[src/rtl/uart_packet_scheduler_pkg.sv]
// Shared definitions for the UART packet scheduler.
//   state_t            : scheduler FSM states
//   UART_BIT_WIDTH_DEF : default width of one UART byte
//   SUBPKT_COUNT       : number of sub-packets a frame packet is split into
//   clog2_min1()       : $clog2 that never returns a zero width
package uart_packet_scheduler_pkg;

    typedef enum logic [1:0] {
        IDLE = 2'd0,
        SEND = 2'd1,
        GAP  = 2'd2
    } state_t;

    localparam int UART_BIT_WIDTH_DEF = 8;
    localparam int SUBPKT_COUNT       = 4;

    function automatic int clog2_min1(input int value);
        return (value <= 2) ? 1 : $clog2(value);
    endfunction

endpackage

[src/rtl/uart_packet_scheduler_if.sv]
// Handshake/data bundle between a frame source, the scheduler and the UART
// transmitter.
//   iValid    : one-cycle strobe, iDataReg holds a new frame packet
//   iDataReg  : packet bytes, index 0 sent first
//   oTxData   : byte offered to the transmitter
//   oTxValid  : oTxData is valid
//   iTxReady  : transmitter accepts a byte this cycle
//   oBusy     : a packet is held
//   oDropCnt  : saturating count of rejected iValid strobes
// master = source/transmitter side, slave = scheduler.
interface uart_packet_scheduler_if
    import uart_packet_scheduler_pkg::*;
#(
    parameter int REG_SIZE       = 36,
    parameter int UART_BIT_WIDTH = UART_BIT_WIDTH_DEF
);

    logic                      iValid;
    logic [UART_BIT_WIDTH-1:0] iDataReg [REG_SIZE];
    logic [UART_BIT_WIDTH-1:0] oTxData;
    logic                      oTxValid;
    logic                      iTxReady;
    logic                      oBusy;
    logic [15:0]               oDropCnt;

    modport master (
        output iValid, iDataReg, iTxReady,
        input  oTxData, oTxValid, oBusy, oDropCnt
    );

    modport slave (
        input  iValid, iDataReg, iTxReady,
        output oTxData, oTxValid, oBusy, oDropCnt
    );

endinterface

[src/rtl/pace_timer.sv]
// Loadable down-counter used to space sub-packets.
//   clk, n_rst : clock, async active-low reset
//   load       : load load_val this cycle (takes priority over counting)
//   load_val   : reload value
//   done       : counter is at zero
// The counter holds at zero, so done stays high until the next load.
module pace_timer #(
    parameter int WIDTH = 3
) (
    input  logic             clk,
    input  logic             n_rst,
    input  logic             load,
    input  logic [WIDTH-1:0] load_val,
    output logic             done
);

    logic [WIDTH-1:0] count;

    always_ff @(posedge clk or negedge n_rst) begin
        if (!n_rst) begin
            count <= '0;
        end else if (load) begin
            count <= load_val;
        end else if (count != '0) begin
            count <= count - 1'b1;
        end
    end

    assign done = (count == '0);

endmodule

[src/rtl/uart_packet_scheduler.sv]
// Splits a frame packet into four sub-packets and streams its bytes to a
// UART transmitter, with an idle gap between sub-packets.
//   clk, n_rst : clock, async active-low reset
//   bus        : slave side of uart_packet_scheduler_if
//
// state | meaning
// IDLE  | no packet held, waiting for iValid
// SEND  | offering shadow[idx] to the transmitter
// GAP   | idle spacing between sub-packets, pace_timer running
module uart_packet_scheduler
    import uart_packet_scheduler_pkg::*;
#(
    parameter int REG_SIZE       = 36,
    parameter int UART_BIT_WIDTH = UART_BIT_WIDTH_DEF,
    parameter int SUB_GAP_CYCLES = 208333
) (
    input  logic                    clk,
    input  logic                    n_rst,
    uart_packet_scheduler_if.slave  bus
);

    localparam int SUB   = REG_SIZE / SUBPKT_COUNT;
    localparam int IDX_W = clog2_min1(REG_SIZE);
    localparam int SUB_W = clog2_min1(SUB);
    localparam int GAP_W = clog2_min1(SUB_GAP_CYCLES + 1);

    localparam logic [IDX_W-1:0] IDX_LAST = IDX_W'(REG_SIZE - 1);
    localparam logic [SUB_W-1:0] SUB_LAST = SUB_W'(SUB - 1);
    // Loading G-1 and leaving GAP when the counter reads zero gives G idle cycles.
    localparam logic [GAP_W-1:0] GAP_LOAD =
        GAP_W'((SUB_GAP_CYCLES > 0) ? SUB_GAP_CYCLES - 1 : 0);

    state_t                    state, state_n;
    logic [IDX_W-1:0]          idx, idx_n;
    // Position inside the current sub-packet; avoids a modulo on idx.
    logic [SUB_W-1:0]          sub_idx, sub_n;
    logic                      capture;
    logic                      tmr_load;
    logic                      tmr_done;
    logic                      drop_inc;
    logic [UART_BIT_WIDTH-1:0] shadow [REG_SIZE];
    logic [15:0]               drop_cnt;

    pace_timer #(
        .WIDTH (GAP_W)
    ) u_pace_timer (
        .clk      (clk),
        .n_rst    (n_rst),
        .load     (tmr_load),
        .load_val (GAP_LOAD),
        .done     (tmr_done)
    );

    always_ff @(posedge clk or negedge n_rst) begin
        if (!n_rst) begin
            state <= IDLE;
        end else begin
            state <= state_n;
        end
    end

    always_comb begin
        state_n  = state;
        idx_n    = idx;
        sub_n    = sub_idx;
        capture  = 1'b0;
        tmr_load = 1'b0;
        drop_inc = 1'b0;
        case (state)
            IDLE: begin
                if (bus.iValid) begin
                    capture = 1'b1;
                    idx_n   = '0;
                    sub_n   = '0;
                    state_n = SEND;
                end
            end
            SEND: begin
                drop_inc = bus.iValid;
                if (bus.iTxReady) begin
                    if (idx == IDX_LAST) begin
                        idx_n   = '0;
                        sub_n   = '0;
                        state_n = IDLE;
                    end else if (sub_idx == SUB_LAST) begin
                        idx_n = idx + 1'b1;
                        sub_n = '0;
                        if (SUB_GAP_CYCLES > 0) begin
                            tmr_load = 1'b1;
                            state_n  = GAP;
                        end
                    end else begin
                        idx_n = idx + 1'b1;
                        sub_n = sub_idx + 1'b1;
                    end
                end
            end
            GAP: begin
                drop_inc = bus.iValid;
                if (tmr_done) begin
                    state_n = SEND;
                end
            end
            default: state_n = IDLE;
        endcase
    end

    always_ff @(posedge clk or negedge n_rst) begin
        if (!n_rst) begin
            idx      <= '0;
            sub_idx  <= '0;
            drop_cnt <= '0;
            for (int i = 0; i < REG_SIZE; i++) begin
                shadow[i] <= '0;
            end
        end else begin
            idx     <= idx_n;
            sub_idx <= sub_n;
            if (capture) begin
                shadow <= bus.iDataReg;
            end
            if (drop_inc && (drop_cnt != 16'hFFFF)) begin
                drop_cnt <= drop_cnt + 1'b1;
            end
        end
    end

    assign bus.oTxValid = (state == SEND);
    assign bus.oTxData  = (state == SEND) ? shadow[idx] : '0;
    assign bus.oBusy    = (state != IDLE);
    assign bus.oDropCnt = drop_cnt;

endmodule

[src/flat_wrapper.sv]
// flat-port wrapper written by rule: the top's interface ports become plain ports
module uart_packet_scheduler_flat import uart_packet_scheduler_pkg::*;
#(
    parameter int REG_SIZE       = 36,
    parameter int UART_BIT_WIDTH = UART_BIT_WIDTH_DEF,
    parameter int SUB_GAP_CYCLES = 208333
)
  (clk, n_rst, bus_iValid, bus_iDataReg, bus_iTxReady, bus_oTxData, bus_oTxValid, bus_oBusy, bus_oDropCnt);
  uart_packet_scheduler_if #(.REG_SIZE(REG_SIZE), .UART_BIT_WIDTH(UART_BIT_WIDTH)) bus_i ();
  input  logic clk;
  input  logic n_rst;
  input wire logic [$bits(bus_i.iValid)-1:0] bus_iValid;
  input wire logic [$bits(bus_i.iDataReg)-1:0] bus_iDataReg;
  input wire logic [$bits(bus_i.iTxReady)-1:0] bus_iTxReady;
  output wire logic [$bits(bus_i.oTxData)-1:0] bus_oTxData;
  output wire logic [$bits(bus_i.oTxValid)-1:0] bus_oTxValid;
  output wire logic [$bits(bus_i.oBusy)-1:0] bus_oBusy;
  output wire logic [$bits(bus_i.oDropCnt)-1:0] bus_oDropCnt;
  assign bus_i.iValid = bus_iValid;
  assign bus_i.iDataReg = {>>{bus_iDataReg}};
  assign bus_i.iTxReady = bus_iTxReady;
  assign bus_oTxData = bus_i.oTxData;
  assign bus_oTxValid = bus_i.oTxValid;
  assign bus_oBusy = bus_i.oBusy;
  assign bus_oDropCnt = bus_i.oDropCnt;
  uart_packet_scheduler #(.REG_SIZE(REG_SIZE), .UART_BIT_WIDTH(UART_BIT_WIDTH), .SUB_GAP_CYCLES(SUB_GAP_CYCLES)) u_core (.clk(clk), .n_rst(n_rst), .bus(bus_i));
endmodule
[config.mk]
export PLATFORM = sky130hd
export DESIGN_NAME = uart_packet_scheduler_flat
export DESIGN_NICKNAME = d
export VERILOG_FILES = /design/src/rtl/uart_packet_scheduler_pkg.sv /design/src/rtl/uart_packet_scheduler_if.sv /design/src/rtl/pace_timer.sv /design/src/rtl/uart_packet_scheduler.sv /design/src/flat_wrapper.sv
export SDC_FILE = /design/constraint.sdc
export NUM_CORES = 1
export LEC_CHECK = 0
export CORE_ASPECT_RATIO = 1.4
export CORE_MARGIN = 1.5
export CORE_UTILIZATION = 28
export DETAILED_ROUTE_END_ITERATION = 10
export GPL_TIMING_DRIVEN = 0
export SLEW_MARGIN = 25
export SYNTH_ARGS = -nofsm -noshare
export SYNTH_HDL_FRONTEND = slang
export SYNTH_SLANG_ARGS = --single-unit
[constraint.sdc]
create_clock -name clk -period 2.4 [get_ports clk]
set_input_delay 0.36 -clock clk [delete_from_list [all_inputs] [get_ports clk]]
set_output_delay 0.36 -clock clk [all_outputs]
set_load 0.1 [all_outputs]
==> results.sh <==
export IMPL_fmax_mhz=320
export IMPL_fin_crit_ns=3.12
export IMPL_cts_tree="yes"
export IMPL_wl_met1_um=20300
export IMPL_leakage_nw=9.01
export IMPL_first_iter_violations=409
export IMPL_wirelength_um=52400
export IMPL_die_h_um=280
export IMPL_skew_ns=0.0127
export IMPL_dpl_cell_count=2169
export IMPL_startpoint_type="flip-flop"
export IMPL_route_met2_wl_um=28400
export IMPL_synth_area_mm2=0.0154
export IMPL_design_die_area_mm2=0.0564
export IMPL_drive_gt1_frac=0.359
export IMPL_power_frac_clock=0.196
export IMPL_synth_fp_nets=1428
export IMPL_grt_setup_unrepaired="true"
export IMPL_critPathArrivalTime_ns=2.76
export IMPL_layout_commonest_cell="dfrtp_1"
export IMPL_post_drt_via_cell_ratio=4.78
export IMPL_yosys_most_used_dff="dfrtp_1"
export IMPL_hold_viol=0
export IMPL_cp_end_kind="output port"
export IMPL_grt_pass1_wl_um=76200
export IMPL_powerDensity_mw_per_mm2=1360
export IMPL_cts_inserted_buffers=37
export IMPL_power_total_w=0.0300
export IMPL_drtAntennaViolNets=0
export IMPL_irDropWorstVdd_uv=718
export IMPL_cap_viol_max_count=0
export IMPL_slew_viol_final=0
export IMPL_core_area_mm2=0.0542
export IMPL_avgSynthCellArea_um2=13.7
export IMPL_start_util=0.284
export IMPL_nets=1810
export IMPL_cts_root_buf="clkbuf_16"
export IMPL_p_seq_frac=0.332
export IMPL_vias=10800
export IMPL_tightest_slew_ns=0.985
export IMPL_area_growth_pct=43.1
export IMPL_synth_edff_count=0
export IMPL_topRoutingLayerUsed="met5"
export IMPL_final_setup_viol_count=8
export IMPL_routabilityCongestion=0.767
export IMPL_fin_cells=2261
export IMPL_clock_sinks=334
export IMPL_drc=0
export IMPL_fin_area_mm2=0.0220
export IMPL_r2r_cells=9
export IMPL_netlist_area_leader_share=0.543
export IMPL_seq_area_frac_synth=0.543
export IMPL_cpMostUsedCell="buf_12"
export IMPL_clock_path_buffers=3
export IMPL_worst_slack_ns=-0.724
export IMPL_grt_pass1_vias=11700
export IMPL_status="finished, violations left"
export IMPL_layout_common_cells="dfrtp_1, mux2_2, clkdlybuf4s50_1"
export IMPL_drt_first_pass_iters=4
export IMPL_fin_crit_sh=1.30
export IMPL_wl_met3_um=2280
export IMPL_timing_setup_tns_ns=-5.50
export IMPL_failed_checks="setup timing"
export IMPL_ios=318
export IMPL_synth_area_leaders="dfrtp_1, mux2_2, mux2i_1"
export IMPL_p_sw_frac=0.368
export IMPL_ys_ff_latch=334
export IMPL_cts_max_level=2
export IMPL_postPlaceCellArea_mm2=0.0197
export IMPL_grt_max_degree=93
export IMPL_row_count=101
export IMPL_synth_area_leader_cell="dfrtp_1"
export IMPL_grt_total_usage=0.185
export IMPL_clkTransAtPathRegs_ns=0.06
export IMPL_die_w_um=201
export IMPL_power_switching_w=0.0110
export IMPL_place_hpwl_um=39200
export IMPL_yosys_warnings=0
export IMPL_grt_antenna_before_repair=8
export IMPL_synth_cell_types=45
export IMPL_final_core_util=0.406
export IMPL_avgRoutedWirePerCell_um=23.2
export IMPL_overflow=0
export IMPL_critPathKind="flip-flop to output port"
export IMPL_slowest_delay_ns=0.40
export IMPL_syn_inst=1127
export IMPL_worstPathRequired_ns=2.04
export IMPL_p_comb_frac=0.473
export IMPL_ff2ff_setup_slack_ns=0.06
export IMPL_clock_latency_ns=0.54
export IMPL_r2r_end="u_core.sub_idx[2]"
export IMPL_cp_slowest_cell="dfrtp_1"
export IMPL_slew_headroom=0.346
export IMPL_portBuffers=317
export IMPL_power_internal_w=0.0190
export IMPL_cp_max_fo=6
export IMPL_hold_class="primary input to asynchronous set/reset pin"
export IMPL_regToRegStartpoint="u_core.state[1]"
export IMPL_async_reset_ff_frac=1.00
export IMPL_crit_path_cell_trace="buf_12, buf_16, buf_12, mux2i_4, a22oi_2, and3_4, a31oi_4, nand3_2, a32o_2, buf_12"
[per-stage QoR]
| step | hold WS [ns] | worst slack (ns) |
|---|---|---|
| after floorplan | 0.0644 | -0.0597 |
| after global placement | 0.483 | -13.81 |
| after detailed placement | 0.374 | -2.20 |
| after CTS | 0.375 | -0.796 |
| after global routing | 0.395 | -0.839 |
| final | 0.385 | -0.724 |
[worst max-delay path by stage]
| stage | from | to | slack, ns |
|---|---|---|---|
| finish | u_core.idx[0] | bus_oTxData[1] | -0.72 |
| global route | u_core.idx[0] | bus_oTxData[1] | -0.84 |
| CTS | u_core.idx[0] | bus_oTxData[3] | -0.80 |
| detailed placement | u_core.idx[2] | bus_oTxData[0] | -2.20 |
| global placement | n_rst | u_core.shadow[17] | -13.81 |
| floorplan | u_core.idx[0] | bus_oTxData[6] | -0.06 |
[cells by family after synthesis]
kind of cell | count (synthesis) | share of synthesized area
compound gates | 110 | 0.0482
xor+xnor | 26 | 0.0148
fa+ha+maj | 9 | 0.00732
buf+inv | 75 | 0.0208
flops | 334 | 0.543
mux | 417 | 0.314
simple gates | 156 | 0.0513
[what timing repair did]
item | 4_1_cts | 5_1_grt
setup endpoints to repair | 260 | 253
buffers inserted | 16 | 3
pin swaps | 13 | 21
gates cloned | 3 | 3
resized for setup | 262 | 40
hold buffers | 1 | 0
endpoints found under the hold margin | 68 | 0
[layer usage]
layer  up-vias  track usage
met1      5539        0.208
met2       284        0.345
met4         6       0.0663
met3        70       0.0374
li1       4903            -
met5         -            0
[power by group through the flow]
stage	logic, W	clock network, W	registers [W]
finish	0.0142	0.00587	0.00995
global route	0.0151	0.00625	0.0103
CTS	0.0140	0.00605	0.00991
detailed placement	0.0124	0	0.00989
global placement	0.0122	0	0.00978
floorplan	0.00849	0	0.00977
[sequential cells by signal, indices dropped and copies added, names as in the netlist]
signal and flops:
u_core.u_pace_timer.count 18, u_core.state 2, u_core.bus.oDropCnt 16, u_core.shadow 288
u_core.idx 6, u_core.sub_idx 4
[layout make-up]
cell class	instances	area, um2
multi-input combinational	718	7240
timing repair buffer	347	3670
tap	721	902
antenna	5	12.5
clock buffer	54	1060
inverter	10	45.0
clock inverter	11	161
sequential	334	8360
buffer	61	576
fill	5074	32200
[cells in the mapped netlist, types with 8 or more instances]
master / number
dfrtp_1: 334
mux2_2: 291
mux2i_1: 102
clkbuf_1: 46
nand2_1: 43
a22oi_1: 36
nand3_1: 29
nor2_1: 26
a21oi_1: 25
mux4_2: 24
xnor2_1: 16
o21ai_0: 15
nor3_1: 12
and3_1: 10
buf_2: 10
inv_1: 10
xor2_1: 10
ha_1: 9
a211oi_1: 8
[critical path: cells and delay by family (launching register included)]
| family | cells | cell delay [ns] |
|---|---|---|
| and+or+nand+nor | 2 | 0.30 |
| AOI/OAI and AO/OA | 3 | 0.61 |
| DFF | 1 | 0.40 |
| muxes | 1 | 0.25 |
| buffers and inverters | 4 | 0.63 |
No activity file was read; power rests on OpenSTA's default activity.
